**config.mk**
```make
export PLATFORM = sky130hd
export DESIGN_NAME = tetris_field_buffer
export DESIGN_NICKNAME = d
export VERILOG_FILES = /design/src/rtl/tetris_pkg.sv /design/src/rtl/tetris_pix_lookup.sv /design/src/rtl/tetris_field_buffer.sv
export SDC_FILE = /design/constraint.sdc
export NUM_CORES = 1
export LEC_CHECK = 0
export BUFFER_PORTS_ARGS = -buffer_cell sky130_fd_sc_hd__clkbuf_2
export CORE_ASPECT_RATIO = 0.9
export CORE_MARGIN = 3
export CORE_UTILIZATION = 40
export CTS_BUF_LIST = sky130_fd_sc_hd__clkbuf_8
export CTS_CLUSTER_DIAMETER = 50
export DETAILED_ROUTE_END_ITERATION = 7
export PLACE_DENSITY = 0.57
export RECOVER_POWER = 50
export SLEW_MARGIN = 5
export SYNTH_ARGS = -nofsm -noshare
export SYNTH_HDL_FRONTEND = slang
export SYNTH_SLANG_ARGS = --single-unit
```
**constraint.sdc**
```tcl
create_clock -name clk -period 3 [get_ports clk]
set_clock_uncertainty 0.05 [all_clocks]
set_input_delay 0.6 -clock clk [delete_from_list [all_inputs] [get_ports clk]]
set_output_delay 0.6 -clock clk [all_outputs]
set_load 0.01 [all_outputs]
```
**src/rtl/tetris_pkg.sv**
```systemverilog
// rtl/tetris_pkg.sv - shared constants, colour codes and FSM states for the playfield buffer
package tetris_pkg;

    localparam int FIELD_COLS = 10;
    localparam int CELL_BITS  = 3;
    localparam int ROW_BITS   = 30;

    typedef enum logic [CELL_BITS-1:0] {
        CLR_EMPTY  = 3'd0,
        CLR_CYAN   = 3'd1,
        CLR_BLUE   = 3'd2,
        CLR_ORANGE = 3'd3,
        CLR_YELLOW = 3'd4,
        CLR_GREEN  = 3'd5,
        CLR_PURPLE = 3'd6,
        CLR_RED    = 3'd7
    } color_t;

    typedef enum logic {
        ST_IDLE,
        ST_CLEAR
    } state_t;

    // Pick cell `col` out of a packed row word; out-of-range columns read as empty.
    function automatic logic [CELL_BITS-1:0] cell_of(input logic [ROW_BITS-1:0] word,
                                                     input logic [3:0]          col);
        logic [CELL_BITS-1:0] c;
        c = '0;
        for (int i = 0; i < FIELD_COLS; i++) begin
            if (col == 4'(i)) begin
                c = word[CELL_BITS*i +: CELL_BITS];
            end
        end
        return c;
    endfunction

endpackage

```
**src/rtl/tetris_pix_lookup.sv**
```systemverilog
// rtl/tetris_pix_lookup.sv - two-stage pixel coordinate to cell colour pipeline
module tetris_pix_lookup
    import tetris_pkg::*;
#(
    parameter int ROWS       = 20,
    parameter int FIELD_X0   = 240,
    parameter int FIELD_Y0   = 80,
    parameter int CELL_SHIFT = 4
) (
    input  logic                clk,
    input  logic                reset_n,
    input  logic                pix_valid,
    input  logic [9:0]          pix_x,
    input  logic [9:0]          pix_y,
    output logic [4:0]          rd_addr,
    input  logic [ROW_BITS-1:0] rd_data,
    output logic [2:0]          pix_color,
    output logic                pix_in_field,
    output logic                pix_color_valid
);

    localparam logic [10:0] X0     = 11'(FIELD_X0);
    localparam logic [10:0] Y0     = 11'(FIELD_Y0);
    localparam logic [10:0] WIDTH  = 11'(FIELD_COLS << CELL_SHIFT);
    localparam logic [10:0] HEIGHT = 11'(ROWS << CELL_SHIFT);

    logic [10:0] dx;
    logic [10:0] dy;
    logic        in_field_c;
    logic [3:0]  col_c;
    logic [4:0]  row_c;

    logic [3:0]  col_q;
    logic [4:0]  row_q;
    logic        in_field_q;
    logic        valid_q;

    // Field-relative offsets; negative offsets wrap to large unsigned values and fail the range test.
    always_comb begin
        dx         = {1'b0, pix_x} - X0;
        dy         = {1'b0, pix_y} - Y0;
        in_field_c = (dx < WIDTH) && (dy < HEIGHT);
        col_c      = in_field_c ? 4'(dx >> CELL_SHIFT) : 4'd0;
        row_c      = in_field_c ? 5'(dy >> CELL_SHIFT) : 5'd0;
    end

    // Stage 1: register the cell address so stage 2 reads the array with a clean address.
    always_ff @(posedge clk or negedge reset_n) begin
        if (!reset_n) begin
            col_q      <= '0;
            row_q      <= '0;
            in_field_q <= 1'b0;
            valid_q    <= 1'b0;
        end else begin
            col_q      <= col_c;
            row_q      <= row_c;
            in_field_q <= in_field_c;
            valid_q    <= pix_valid;
        end
    end

    assign rd_addr = row_q;

    // Stage 2: select the cell out of the row word; anything outside the field is colour 0.
    always_ff @(posedge clk or negedge reset_n) begin
        if (!reset_n) begin
            pix_color       <= '0;
            pix_in_field    <= 1'b0;
            pix_color_valid <= 1'b0;
        end else begin
            pix_color       <= in_field_q ? cell_of(rd_data, col_q) : 3'd0;
            pix_in_field    <= in_field_q;
            pix_color_valid <= valid_q;
        end
    end

endmodule

```
**src/rtl/tetris_field_buffer.sv**
```systemverilog
// rtl/tetris_field_buffer.sv - playfield row array with commit, clear engine and pixel lookup
module tetris_field_buffer
    import tetris_pkg::*;
#(
    parameter int ROWS       = 20,
    parameter int FIELD_X0   = 240,
    parameter int FIELD_Y0   = 80,
    parameter int CELL_SHIFT = 4
) (
    input  logic                clk,
    input  logic                reset_n,
    input  logic [ROW_BITS-1:0] row_data,
    input  logic [4:0]          row_index,
    input  logic                commit_in,
    input  logic                clear_in,
    input  logic                pix_valid,
    input  logic [9:0]          pix_x,
    input  logic [9:0]          pix_y,
    output logic [2:0]          pix_color,
    output logic                pix_in_field,
    output logic                pix_color_valid,
    output logic                busy,
    output logic                err_index
);

    localparam logic [4:0] ROWS_L   = 5'(ROWS);
    localparam logic [4:0] LAST_ROW = 5'(ROWS - 1);

    logic [ROW_BITS-1:0] field_mem [ROWS];

    logic                commit_q;
    logic                clear_q;
    logic                commit_edge;
    logic                clear_edge;

    state_t              state;
    state_t              state_n;
    logic [4:0]          clr_ptr;
    logic [4:0]          clr_ptr_n;
    logic                pend;
    logic                pend_n;
    logic [ROW_BITS-1:0] pend_data;
    logic [ROW_BITS-1:0] pend_data_n;
    logic [4:0]          pend_idx;
    logic [4:0]          pend_idx_n;
    logic                err_n;

    logic                wr_en;
    logic [4:0]          wr_addr;
    logic [ROW_BITS-1:0] wr_data;

    logic [4:0]          rd_addr;
    logic [ROW_BITS-1:0] rd_data;

    assign commit_edge = commit_in & ~commit_q;
    assign clear_edge  = clear_in & ~clear_q;
    assign busy        = (state == ST_CLEAR);

    // Edge-detect registers; zero at reset so a level held high through reset counts as an edge.
    always_ff @(posedge clk or negedge reset_n) begin
        if (!reset_n) begin
            commit_q <= 1'b0;
            clear_q  <= 1'b0;
        end else begin
            commit_q <= commit_in;
            clear_q  <= clear_in;
        end
    end

    // Next-state and single write-port decode: clear rows, drain the pending slot, or take a commit.
    always_comb begin
        state_n     = state;
        clr_ptr_n   = clr_ptr;
        pend_n      = pend;
        pend_data_n = pend_data;
        pend_idx_n  = pend_idx;
        err_n       = err_index;
        wr_en       = 1'b0;
        wr_addr     = '0;
        wr_data     = '0;
        case (state)
            ST_IDLE: begin
                if (pend) begin
                    if (pend_idx < ROWS_L) begin
                        wr_en   = 1'b1;
                        wr_addr = pend_idx;
                        wr_data = pend_data;
                    end else begin
                        err_n = 1'b1;
                    end
                    // A commit colliding with the drain waits one cycle in the same slot.
                    if (commit_edge) begin
                        pend_data_n = row_data;
                        pend_idx_n  = row_index;
                    end else begin
                        pend_n = 1'b0;
                    end
                end else if (commit_edge) begin
                    if (row_index < ROWS_L) begin
                        wr_en   = 1'b1;
                        wr_addr = row_index;
                        wr_data = row_data;
                    end else begin
                        err_n = 1'b1;
                    end
                end
                if (clear_edge) begin
                    state_n   = ST_CLEAR;
                    clr_ptr_n = '0;
                    err_n     = 1'b0;
                end
            end
            ST_CLEAR: begin
                wr_en   = 1'b1;
                wr_addr = clr_ptr;
                wr_data = '0;
                if (clr_ptr == LAST_ROW) begin
                    state_n   = ST_IDLE;
                    clr_ptr_n = '0;
                end else begin
                    clr_ptr_n = clr_ptr + 5'd1;
                end
                if (commit_edge) begin
                    pend_n      = 1'b1;
                    pend_data_n = row_data;
                    pend_idx_n  = row_index;
                end
            end
            default: state_n = ST_IDLE;
        endcase
    end

    // Control state: FSM, clear pointer, pending slot and sticky index error.
    always_ff @(posedge clk or negedge reset_n) begin
        if (!reset_n) begin
            state     <= ST_IDLE;
            clr_ptr   <= '0;
            pend      <= 1'b0;
            pend_data <= '0;
            pend_idx  <= '0;
            err_index <= 1'b0;
        end else begin
            state     <= state_n;
            clr_ptr   <= clr_ptr_n;
            pend      <= pend_n;
            pend_data <= pend_data_n;
            pend_idx  <= pend_idx_n;
            err_index <= err_n;
        end
    end

    // Row array: one write per cycle from the decode above.
    always_ff @(posedge clk or negedge reset_n) begin
        if (!reset_n) begin
            for (int r = 0; r < ROWS; r++) begin
                field_mem[r] <= '0;
            end
        end else if (wr_en) begin
            field_mem[wr_addr] <= wr_data;
        end
    end

    assign rd_data = (rd_addr < ROWS_L) ? field_mem[rd_addr] : '0;

    tetris_pix_lookup #(
        .ROWS       (ROWS),
        .FIELD_X0   (FIELD_X0),
        .FIELD_Y0   (FIELD_Y0),
        .CELL_SHIFT (CELL_SHIFT)
    ) u_lookup (
        .clk             (clk),
        .reset_n         (reset_n),
        .pix_valid       (pix_valid),
        .pix_x           (pix_x),
        .pix_y           (pix_y),
        .rd_addr         (rd_addr),
        .rd_data         (rd_data),
        .pix_color       (pix_color),
        .pix_in_field    (pix_in_field),
        .pix_color_valid (pix_color_valid)
    );

endmodule

```
==> out/results.ini, run 1 <==
[outcome]
run_status=complete, but fails checks
failed_checks=max-capacitance violations, max-slew violations

[sta]
max_freq_mhz=351
setup_viol_count_final=0
slew_headroom_pct=-25.7
tightest_slew_ns=1.88
finalWorstPathRequiredPeriod_ns=2.85
slew_viol_final=155
unrepaired_setup_endpoints_after_global_routing=false
hold_viol=0
finalHoldWorstSlack_ns=0.0840
layout_worst_path_cycle_share_pct=95.0

[critical_path]
worst-endpoint-required_ns=3.58
crit_start=u_lookup.rd_addr[0]
critPathKind=flop to flop
crit_slowest_cell=sky130_fd_sc_hd__a2111oi_1
type_of_destination_of_the_critical_path=flop
cp_cell_sequence=buf_12, buf_4, mux4_2, nand2_1, a311oi_1, nor3_1, a2111oi_1, buf_4, o32ai_1, a21oi_1
critical_path_peak_fanout=16
worstSetupStartpointType=flop
crit_arrival_ns=3.43
cpMostUsedCell=sky130_fd_sc_hd__buf_4
reg2reg_from=u_lookup.rd_addr[0]
max_stage_delay_ns=0.52

[logic_synthesis]
netlist.top_cell.by_area=sky130_fd_sc_hd__dfrtp_1
synth.cell_area_sq_um=29900
synth-seq-area-share_pct=55.2
synth-compound-area-share_pct=11.0
netlist_instances=2605
primary_flip_flop_cell_chosen_by_synthesis_mapping=sky130_fd_sc_hd__dfrtp_1
yosys_warnings=0
synth_top_family_by_area=multiplexers
post_synth_num_cell_types=69
yosys-mux-area-fraction_pct=19.3
ys_async_sr_fraction_pct=100
synth_enable_flop_cells=0
post_synth_main_area_contributors=sky130_fd_sc_hd__dfrtp_1 55%, sky130_fd_sc_hd__mux4_2 10%, sky130_fd_sc_hd__mux2_2 7.9%, sky130_fd_sc_hd__nand2_1 6.1%, sky130_fd_sc_hd__o21ai_0 5.0%
synthXorXnorAreaFrac_pct=0.117
syn_area_per_cell_sq_um=11.5
post_synth_and_or_nand_nor_area_fraction_pct=10.5
synth-seq-cells=661
yosys.area_share.adder_pct=0.125
synth.net_count=2668
synth.top_cell.area_share_pct=55.2

[grt]
aggregate_global_routing_overflow=0
first_global_vias=21530
grt_busiest_layer=met2
initial_antenna_violation_count=2
grt_usage_pct=21.9
grt_use_met2_pct=36.8
gr-usage-met3_pct=3.12
groute.layer.met1.usage_pct=30.0
grt_max_degree=120
wire_length_of_the_first_global_routing_pass_um=131000

[route]
vias_per_cell=5.53
detailroute.via_count=20716
postRouteAntennaNets=0
dr.first_iter.drc_count=1269
drc_errors=0
wire_per_inst_um=22.4
detail_route.first_pass.iterations=6
drt_wl_total_um=84000

[place]
place.gp.congestion=0.816
count_of_input_and_output_buffers=58
hpwlAfterDp_um=52000

[finish]
area_delta_synth_final_pct=14.3
finalNetCount=2757
final_core_utilization_pct=46.5
fillers=6661
drive_above_1_share_pct=27.7

[min_path]
hold_path.startpoint=row_data[3]
min_delay_worst_type=input pin to flop

[floorplan]
core.rowCount=94
floorplan.die.width_um=294
starting_utilization_of_the_core_area_pct=40.7
dieArea_sq_um=78200
pin_count=67
dieHeight_um=266
fp.coreArea_sq_um=73600

[cts]
cts-root-to-sink-buffers=3
cts_tree=done
number_of_levels_the_h_tree_was_split_into=3
clock_latency_ns=0.71
clkTransAtPathRegs_ns=0.06
cts_buffers=110
root_buffer=sky130_fd_sc_hd__clkbuf_8
clkSinkCount=661

[pwr]
ir_drop_mv=0.561
power-per-cell-area_nw_per_um2=800
power.leakage_uw=0.0148

[flow_run]
max-cap-violations=2

## report_power, final
| group | switching, uW | internal, uW | total (uW) |
|---|---|---|---|
| clock network | 3710 | 4450 | 8160 |
| logic | 4480 | 2840 | 7310 |
| registers | 1040 | 10900 | 11900 |
## critical path: cells and delay by family, from the launching register on
kind / cells / cell delay (ns)
and+or+nand+nor: 2 / 0.24
DFF: 1 / 0.51
AOI/OAI and AO/OA: 4 / 1.06
muxes: 1 / 0.32
buffers and inverters: 3 / 0.57
## placed cells by master (no fill, tap or decap), types with 4 or more instances in the layout
cell type                         n
sky130_fd_sc_hd__dfrtp_1        657
sky130_fd_sc_hd__nand2_1        486
sky130_fd_sc_hd__o21ai_0        298
sky130_fd_sc_hd__mux2_2         211
sky130_fd_sc_hd__o21ai_1        181
sky130_fd_sc_hd__clkbuf_8       150
sky130_fd_sc_hd__mux4_2         135
sky130_fd_sc_hd__buf_4           89
sky130_fd_sc_hd__nor2_1          87
sky130_fd_sc_hd__clkbuf_2        58
sky130_fd_sc_hd__inv_1           37
sky130_fd_sc_hd__a22oi_1         36
sky130_fd_sc_hd__buf_12          35
sky130_fd_sc_hd__mux2i_1         33
sky130_fd_sc_hd__or2_2           31
sky130_fd_sc_hd__nor3_1          26
sky130_fd_sc_hd__nand3_1         20
sky130_fd_sc_hd__a21oi_1         19
sky130_fd_sc_hd__clkinv_2        19
sky130_fd_sc_hd__nor2b_1         14
sky130_fd_sc_hd__a31oi_1         12
sky130_fd_sc_hd__nand4_1         12
sky130_fd_sc_hd__o22ai_1         11
sky130_fd_sc_hd__nand2b_1         8
sky130_fd_sc_hd__nand3b_1         5
sky130_fd_sc_hd__a211oi_1         5
sky130_fd_sc_hd__dlygate4sd3_1    5
sky130_fd_sc_hd__o211ai_1         4
sky130_fd_sc_hd__nor4_1           4
sky130_fd_sc_hd__or3_2            4
sky130_fd_sc_hd__clkinvlp_4       4
sky130_fd_sc_hd__clkbuf_1         4
## cells in the mapped netlist, drive strengths merged, types with 2 or more instances
master / count
o211ai: 4
nand2: 486
o21a: 3
nor4: 7
a32oi: 3
a22oi: 37
a31oi: 14
nor3: 28
nand3b: 5
o22ai: 11
a211oi: 5
nor2: 90
nand3: 20
a2111oi: 6
a21oi: 19
mux4: 135
or3b: 4
o32ai: 3
inv: 8
and2: 4
or3: 6
or2: 31
dfrtp: 661
nand4b: 2
buf: 114
mux2: 213
o221ai: 3
a221oi: 2
o311ai: 2
clkbuf: 104
and3: 2
nor2b: 14
nand2b: 10
ha: 3
nand4: 12
o21ai: 481
nor3b: 4
mux2i: 33
xnor2: 3
## repair_timing
action                                  in CTS  in global routing
setup buffers                                0                  0
endpoints found under the setup margin       1                 12
pin swaps                                    0                  0
resized for setup                            1                  8
hold endpoints to repair                    37                  0
hold buffers                                 5                  0
gates cloned                                 0                  0
## worst paths after layout
check                                      endpoint  slack (ns)  depth (start not counted)
max                           u_lookup.pix_color[0]        0.15                         10
min                                    pend_data[3]        0.08                          2
max reg2reg                   u_lookup.pix_color[0]        0.15                         10
min reg2reg                u_lookup.pix_color_valid        0.30                          0
max in group asynchronous            field_mem[515]        0.29                          4
min in group asynchronous            field_mem[348]        0.32                          2
## flip-flops by register name, summed over array words and instances (netlist names)
name,count
err_index,1
field_mem,600
u_lookup.pix_in_field,1
busy,1
pend,1
u_lookup.pix_color_valid,1
pend_idx,5
clear_q,1
u_lookup.pix_color,3
commit_q,1
clr_ptr,5
u_lookup.in_field_q,1
pend_data,30
u_lookup.col_q,4
u_lookup.rd_addr,5
u_lookup.valid_q,1
## per-stage QoR
step / setup WS [ns] / total power, uW / instance area, sq um / TNS (ns) / instances
floorplan: 0.532 / 16500 / 29900 / 0 / 2605
global route: 0.00461 / 28900 / 34200 / 0 / 3748
detailed placement: -0.106 / 19400 / 31900 / -1.36 / 3537
finish: 0.149 / 27400 / 34200 / 0 / 3749
global placement: -0.0615 / 19000 / 31900 / -0.750 / 3537
CTS: 0.0570 / 27600 / 34300 / 0 / 3747
## cell type report
cell class	count	area, sq um	area share, %
sequential	661	16600	48.4
multi-input combinational	1718	12300	36.1
clock buffer	150	2060	6.03
timing repair buffer	195	1770	5.16
tap	960	1200	3.51
clock inverter	55	255	0.746
inverter	8	30.0	0.0877
antenna	2	5.00	0.0146
## per-layer routing
metal,vias to the layer above,wire length (um),part of all wire [%]
li1,9485,-,-
met1,10648,37500,45
met2,442,40900,49
met3,141,3560,4.2
met4,0,1970,2.3
met5,-,0,0
## logic make-up after synthesis
group	after synthesis
AOI/OAI and AO/OA	601
xor gates and xnor gates	4
adders and majority gates	3
buffers and inverters	226
DFF	661
muxes	381
and+or+nand+nor	729
(Power assumes the default switching activity.)
==> run 2: changes to the inputs <==
CORE_UTILIZATION = 58   (was 40)
PLACE_DENSITY = 0.77   (was 0.57)
clock period = 3.53 ns   (was 3 ns; I/O delays follow)
==> out/results.ini, run 2 (same netlist as run 1, synthesis figures left out) <==
[grt]
initial_antenna_violation_count=0
first_global_vias=22457
grt_usage_pct=30.3
aggregate_global_routing_overflow=0
wire_length_of_the_first_global_routing_pass_um=127000
grt_max_degree=93

[finish]
final_core_utilization_pct=65.5
largest_register_ff_count=600
area_delta_synth_final_pct=11.0
number_of_diodes=0
max_flop_register=field_mem
finalNetCount=2733
most_common_cell_after_layout_fill_and_taps_aside=sky130_fd_sc_hd__dfrtp_1
final_cell_mix=658 x sky130_fd_sc_hd__dfrtp_1, 486 x sky130_fd_sc_hd__nand2_1, 298 x sky130_fd_sc_hd__o21ai_0
drive_above_1_share_pct=26.2
top_regs=field_mem (600), pend_data (30)

[route]
detail_route.first_pass.iterations=6
wire_per_inst_um=23.5
drc_errors=0
dr.first_iter.drc_count=2264
detailroute.via_count=21541
postRouteAntennaNets=0
maxUsedRoutingLayer=met4
route.met2.wl_um=38600
vias_per_cell=6.29
routedLengthMet1_um=32000
drt_wl_total_um=80600
detailroute.wirelength.met3_um=6250

[critical_path]
crit_start=u_lookup.rd_addr[1]
setup.worst_path.end=u_lookup.pix_color[1]
cpMostUsedCell=sky130_fd_sc_hd__buf_4
reg2reg_depth=9
crit_slowest_cell=sky130_fd_sc_hd__dfrtp_4
reg2reg_setup_slack_ns=0.17
worstSetupStartpointType=flop
cp_cell_sequence=buf_4, mux4_2, a32oi_1, o211ai_1, nor4_1, buf_4, o221ai_1, o311ai_1, a21oi_1
worstReg2RegEnd=u_lookup.pix_color[1]
max_stage_delay_ns=0.82
critPathKind=flop to flop
worst-endpoint-required_ns=4.01
critical_path_peak_fanout=26
crit_arrival_ns=3.83
reg2reg_from=u_lookup.rd_addr[1]
type_of_destination_of_the_critical_path=flop

[cts]
number_of_levels_the_h_tree_was_split_into=3
cts-root-to-sink-buffers=3
cts_buffers=103
root_buffer=sky130_fd_sc_hd__clkbuf_8
cts_tree=done
clkSinkCount=661
clkTransAtPathRegs_ns=0.06
clock_latency_ns=0.69

[floorplan]
pin_count=67
dieArea_sq_um=54400
floorplan.die.width_um=246
starting_utilization_of_the_core_area_pct=59.0
dieHeight_um=222
core.rowCount=78
fp.coreArea_sq_um=50700

[pwr]
power.leakage_uw=0.0145
power-per-cell-area_nw_per_um2=685
ir_drop_mv=0.472

[place]
place.gp.congestion=0.888
count_of_input_and_output_buffers=58
placement.setup.worst_slack_ns=0.0665
hpwlAfterDp_um=49400

[sta]
finalHoldWorstSlack_ns=0.0847
unrepaired_setup_endpoints_after_global_routing=false
layout_worst_path_cycle_share_pct=95.1
tightest_slew_ns=2.28
slew_headroom_pct=-52.2
setup_viol_count_final=0
final_critical_path_setup_slack_ns=0.174
finalWorstPathRequiredPeriod_ns=3.36
hold_viol=0
slew_viol_final=82
setup_total_negative_slack_ns=0
max_freq_mhz=298

[outcome]
failed_checks=max-capacitance violations, max-slew violations
run_status=complete, but fails checks

[flow_run]
max-cap-violations=1

[min_path]
min_delay_worst_type=input pin to flop

run 2: changes by cell type in the layout (fill, tap and decap cells not counted), moves of 3 or more:
cell,change
sky130_fd_sc_hd__clkbuf_1,+9
sky130_fd_sc_hd__clkbuf_8,-14
sky130_fd_sc_hd__a2111oi_0,+4
sky130_fd_sc_hd__dlygate4sd3_1,-4
sky130_fd_sc_hd__buf_6,+3
sky130_fd_sc_hd__buf_4,-5
sky130_fd_sc_hd__buf_12,-18
sky130_fd_sc_hd__clkinv_2,-11
run 2: area by class of cell:
| type | instances | area, sq um |
|---|---|---|
| clock buffer | 136 | 1870 |
| clock inverter | 45 | 246 |
| fill | 3749 | 17500 |
| inverter | 8 | 30.0 |
| multi-input combinational | 1718 | 12300 |
| sequential | 661 | 16600 |
| tap | 680 | 851 |
| timing repair buffer | 178 | 1370 |
run 2: worst min-delay path by stage:
stage	depth (start not counted)	startpoint	to	slack, ns
after floorplan	0	u_lookup.valid_q	u_lookup.pix_color_valid	0.28
after global placement	0	u_lookup.valid_q	u_lookup.pix_color_valid	0.28
after detailed placement	0	u_lookup.valid_q	u_lookup.pix_color_valid	0.29
after CTS	1	pix_valid	u_lookup.valid_q	0.04
after global routing	1	pix_valid	u_lookup.valid_q	0.04
final	1	pix_valid	u_lookup.valid_q	0.08
run 2: timing repair:
item                                    4_1_cts  5_1_grt
hold endpoints to repair                     50        0
resized for setup                             0        2
endpoints found under the setup margin        0        2
buffers inserted                              0        7
hold buffers                                  1        0
run 2: per-stage QoR:
| stage | cell area (sq um) | power (uW) | instances |
|---|---|---|---|
| 5_1_grt | 33200 | 23900 | 3426 |
| 3_3_place_gp | 31200 | 15900 | 3237 |
| 6_report | 33200 | 22800 | 3426 |
| 3_5_place_dp | 31200 | 16300 | 3237 |
| 4_1_cts | 33300 | 22800 | 3419 |
| 2_1_floorplan | 29900 | 14000 | 2605 |
run 2: critical path, delay by kind of cell, from the launching register on:
family                 cells  cell delay, ns
buffers and inverters      2            0.58
muxes                      1            0.37
DFF                        1            0.82
and+or+nand+nor            1            0.56
AOI/OAI and AO/OA          5            0.82
run 2: per-layer routing:
metal  global-route usage, %  vias to the layer above
met1                    40.8                    11041
met3                    6.01                      246
met4                    14.5                        0
met2                    47.6                      852
met5                       0                        -
li1                        -                     9402
run 2: report_power, final:
group	internal [uW]	switching (uW)	leakage [uW]	total [uW]
Sequential	9220	921	0.00907	10100
Clock	3560	2980	0.00120	6550
Combinational	2280	3820	0.00419	6100
==> run 3: changes to the inputs <==
HOLD_SLACK_MARGIN = 0.15   (was unset)
==> out/results.ini, run 3 (same netlist as run 1, synthesis figures left out) <==
[finish]
finalNetCount=2737
largest_register_ff_count=600
area_delta_synth_final_pct=11.2
final_cell_mix=658 x sky130_fd_sc_hd__dfrtp_1, 486 x sky130_fd_sc_hd__nand2_1, 298 x sky130_fd_sc_hd__o21ai_0
top_regs=field_mem (600), pend_data (30)
fillers=3744
max_flop_register=field_mem
most_common_cell_after_layout_fill_and_taps_aside=sky130_fd_sc_hd__dfrtp_1
drive_above_1_share_pct=26.1
number_of_diodes=0

[route]
postRouteAntennaNets=0
drc_errors=0
wire_per_inst_um=23.5
dr.first_iter.drc_count=2170
detail_route.first_pass.iterations=5
detailroute.via_count=21556
drt_wl_total_um=80600
vias_per_cell=6.28

[floorplan]
dieArea_sq_um=54400
fp.coreArea_sq_um=50700
starting_utilization_of_the_core_area_pct=59.0
core.rowCount=78
dieHeight_um=222
floorplan.die.width_um=246
pin_count=67

[critical_path]
type_of_destination_of_the_critical_path=flop
worstSetupStartpointType=flop
reg2reg_setup_slack_ns=0.13
critPathKind=flop to flop
critical_path_peak_fanout=26
crit_arrival_ns=3.88
reg2reg_from=u_lookup.rd_addr[1]
reg2reg_depth=9
worst-endpoint-required_ns=4.01
worstReg2RegEnd=u_lookup.pix_color[1]

[grt]
first_global_vias=22479
gr-usage-met3_pct=6.01
aggregate_global_routing_overflow=0
grt_max_degree=93
grt_busiest_layer=met2
grt_usage_pct=30.3
groute.layer.met1.usage_pct=40.9
initial_antenna_violation_count=0
grt_use_met2_pct=47.6
wire_length_of_the_first_global_routing_pass_um=127000

[min_path]
min_delay_worst_type=input pin to flop
worst_hold_path.endpoint=pend_data[0]
hold_depth=2
hold_path.startpoint=row_data[0]

[outcome]
run_status=complete, but fails checks
failed_checks=max-capacitance violations, max-slew violations

[pwr]
part_of_the_total_power_dissipated_in_the_clock_network_pct=28.7
ir_drop_mv=0.474
sw_frac_of_total_pct=33.9
internal_power_uw=15100
sequentialPowerShare_pct=44.5
power-per-cell-area_nw_per_um2=685
net-switching-power_uw=7720
power.leakage_uw=0.0145
pwr-share-comb_pct=26.8

[place]
hpwlAfterDp_um=49400
placement.setup.worst_slack_ns=0.0665
place.gp.congestion=0.888
count_of_input_and_output_buffers=58

[sta]
slew_headroom_pct=-53.6
slew_viol_final=82
setup_viol_count_final=0
final_critical_path_setup_slack_ns=0.128
setup_total_negative_slack_ns=0
unrepaired_setup_endpoints_after_global_routing=false
hold_viol=0
tightest_slew_ns=2.30
layout_worst_path_cycle_share_pct=96.4
max_freq_mhz=294
finalWorstPathRequiredPeriod_ns=3.40

[cts]
clock_latency_ns=0.69
cts_tree=done
cts_buffers=103
clkSinkCount=661
root_buffer=sky130_fd_sc_hd__clkbuf_8
cts-root-to-sink-buffers=3
number_of_levels_the_h_tree_was_split_into=3
clkTransAtPathRegs_ns=0.06

[flow_run]
max-cap-violations=1

[run 3: cell count changes in the layout (fill, tap and decap cells not counted), sizes merged]
cell	change
dlygate4sd3	+4
[run 3: power by group through the flow]
stage | sequential (uW) | combinational (uW) | clock (uW)
final | 10100 | 6100 | 6540
after global routing | 10300 | 6590 | 6960
after CTS | 10100 | 6050 | 6610
after detailed placement | 10200 | 6020 | 0
after global placement | 10100 | 5770 | 0
after floorplan | 9910 | 4070 | 0
[run 3: how the worst max path moves through the flow]
stage	cells past startpoint	endpoint	slack (ns)	start
final	9	u_lookup.pix_color[1]	0.13	u_lookup.rd_addr[1]
after global routing	11	u_lookup.pix_color[0]	0.04	u_lookup.rd_addr[3]
after CTS	9	u_lookup.pix_color[2]	0.06	u_lookup.rd_addr[0]
after detailed placement	9	u_lookup.pix_color[2]	0.07	u_lookup.rd_addr[0]
after global placement	10	u_lookup.pix_color[2]	0.09	u_lookup.rd_addr[0]
after floorplan	8	field_mem[180]	0.96	row_index[3]
[run 3: repair_timing]
item,4_1_cts,5_1_grt
hold buffers,5,0
hold endpoints to repair,79,0
gates resized for setup,0,2
setup endpoints to repair,0,2
buffers inserted,0,7
[run 3: stage by stage]
step	std cells	util, %	instance area, sq um	total power (uW)	hold WS (ns)
2_1_floorplan	2605	-	29900	14000	0.281
3_3_place_gp	3237	61.4	31200	15900	0.284
3_5_place_dp	3237	61.4	31200	16300	0.291
4_1_cts	3423	65.7	33300	22800	0.170
5_1_grt	3430	65.6	33300	23900	0.188
6_report	3430	65.6	33300	22800	0.215
[run 3: cell type report]
type / instances / area [sq um] / area share, %
Sequential cell: 661 / 16600 / 49.7
Multi-Input combinational cell: 1718 / 12300 / 37.0
Inverter: 8 / 30.0 / 0.0902
Clock inverter: 45 / 246 / 0.740
Clock buffer: 136 / 1870 / 5.62
Tap cell: 680 / 851 / 2.56
Timing Repair Buffer: 182 / 1410 / 4.23
[run 3: layer usage]
layer	wire, um	vias up
li1	-	9408
met1	32200	11030
met2	38500	864
met3	6110	254
met4	3750	0
met5	0	-
[run 3: worst max-delay path: stages, from the launching register on]
cell and delay (ns):
sky130_fd_sc_hd__dfrtp_4 0.82, sky130_fd_sc_hd__buf_4 0.37, sky130_fd_sc_hd__mux4_2 0.37, sky130_fd_sc_hd__a32oi_1 0.20
sky130_fd_sc_hd__o211ai_1 0.10, sky130_fd_sc_hd__nor4_1 0.58, sky130_fd_sc_hd__buf_4 0.21, sky130_fd_sc_hd__o221ai_1 0.17
sky130_fd_sc_hd__o311ai_1 0.15, sky130_fd_sc_hd__a21oi_1 0.22
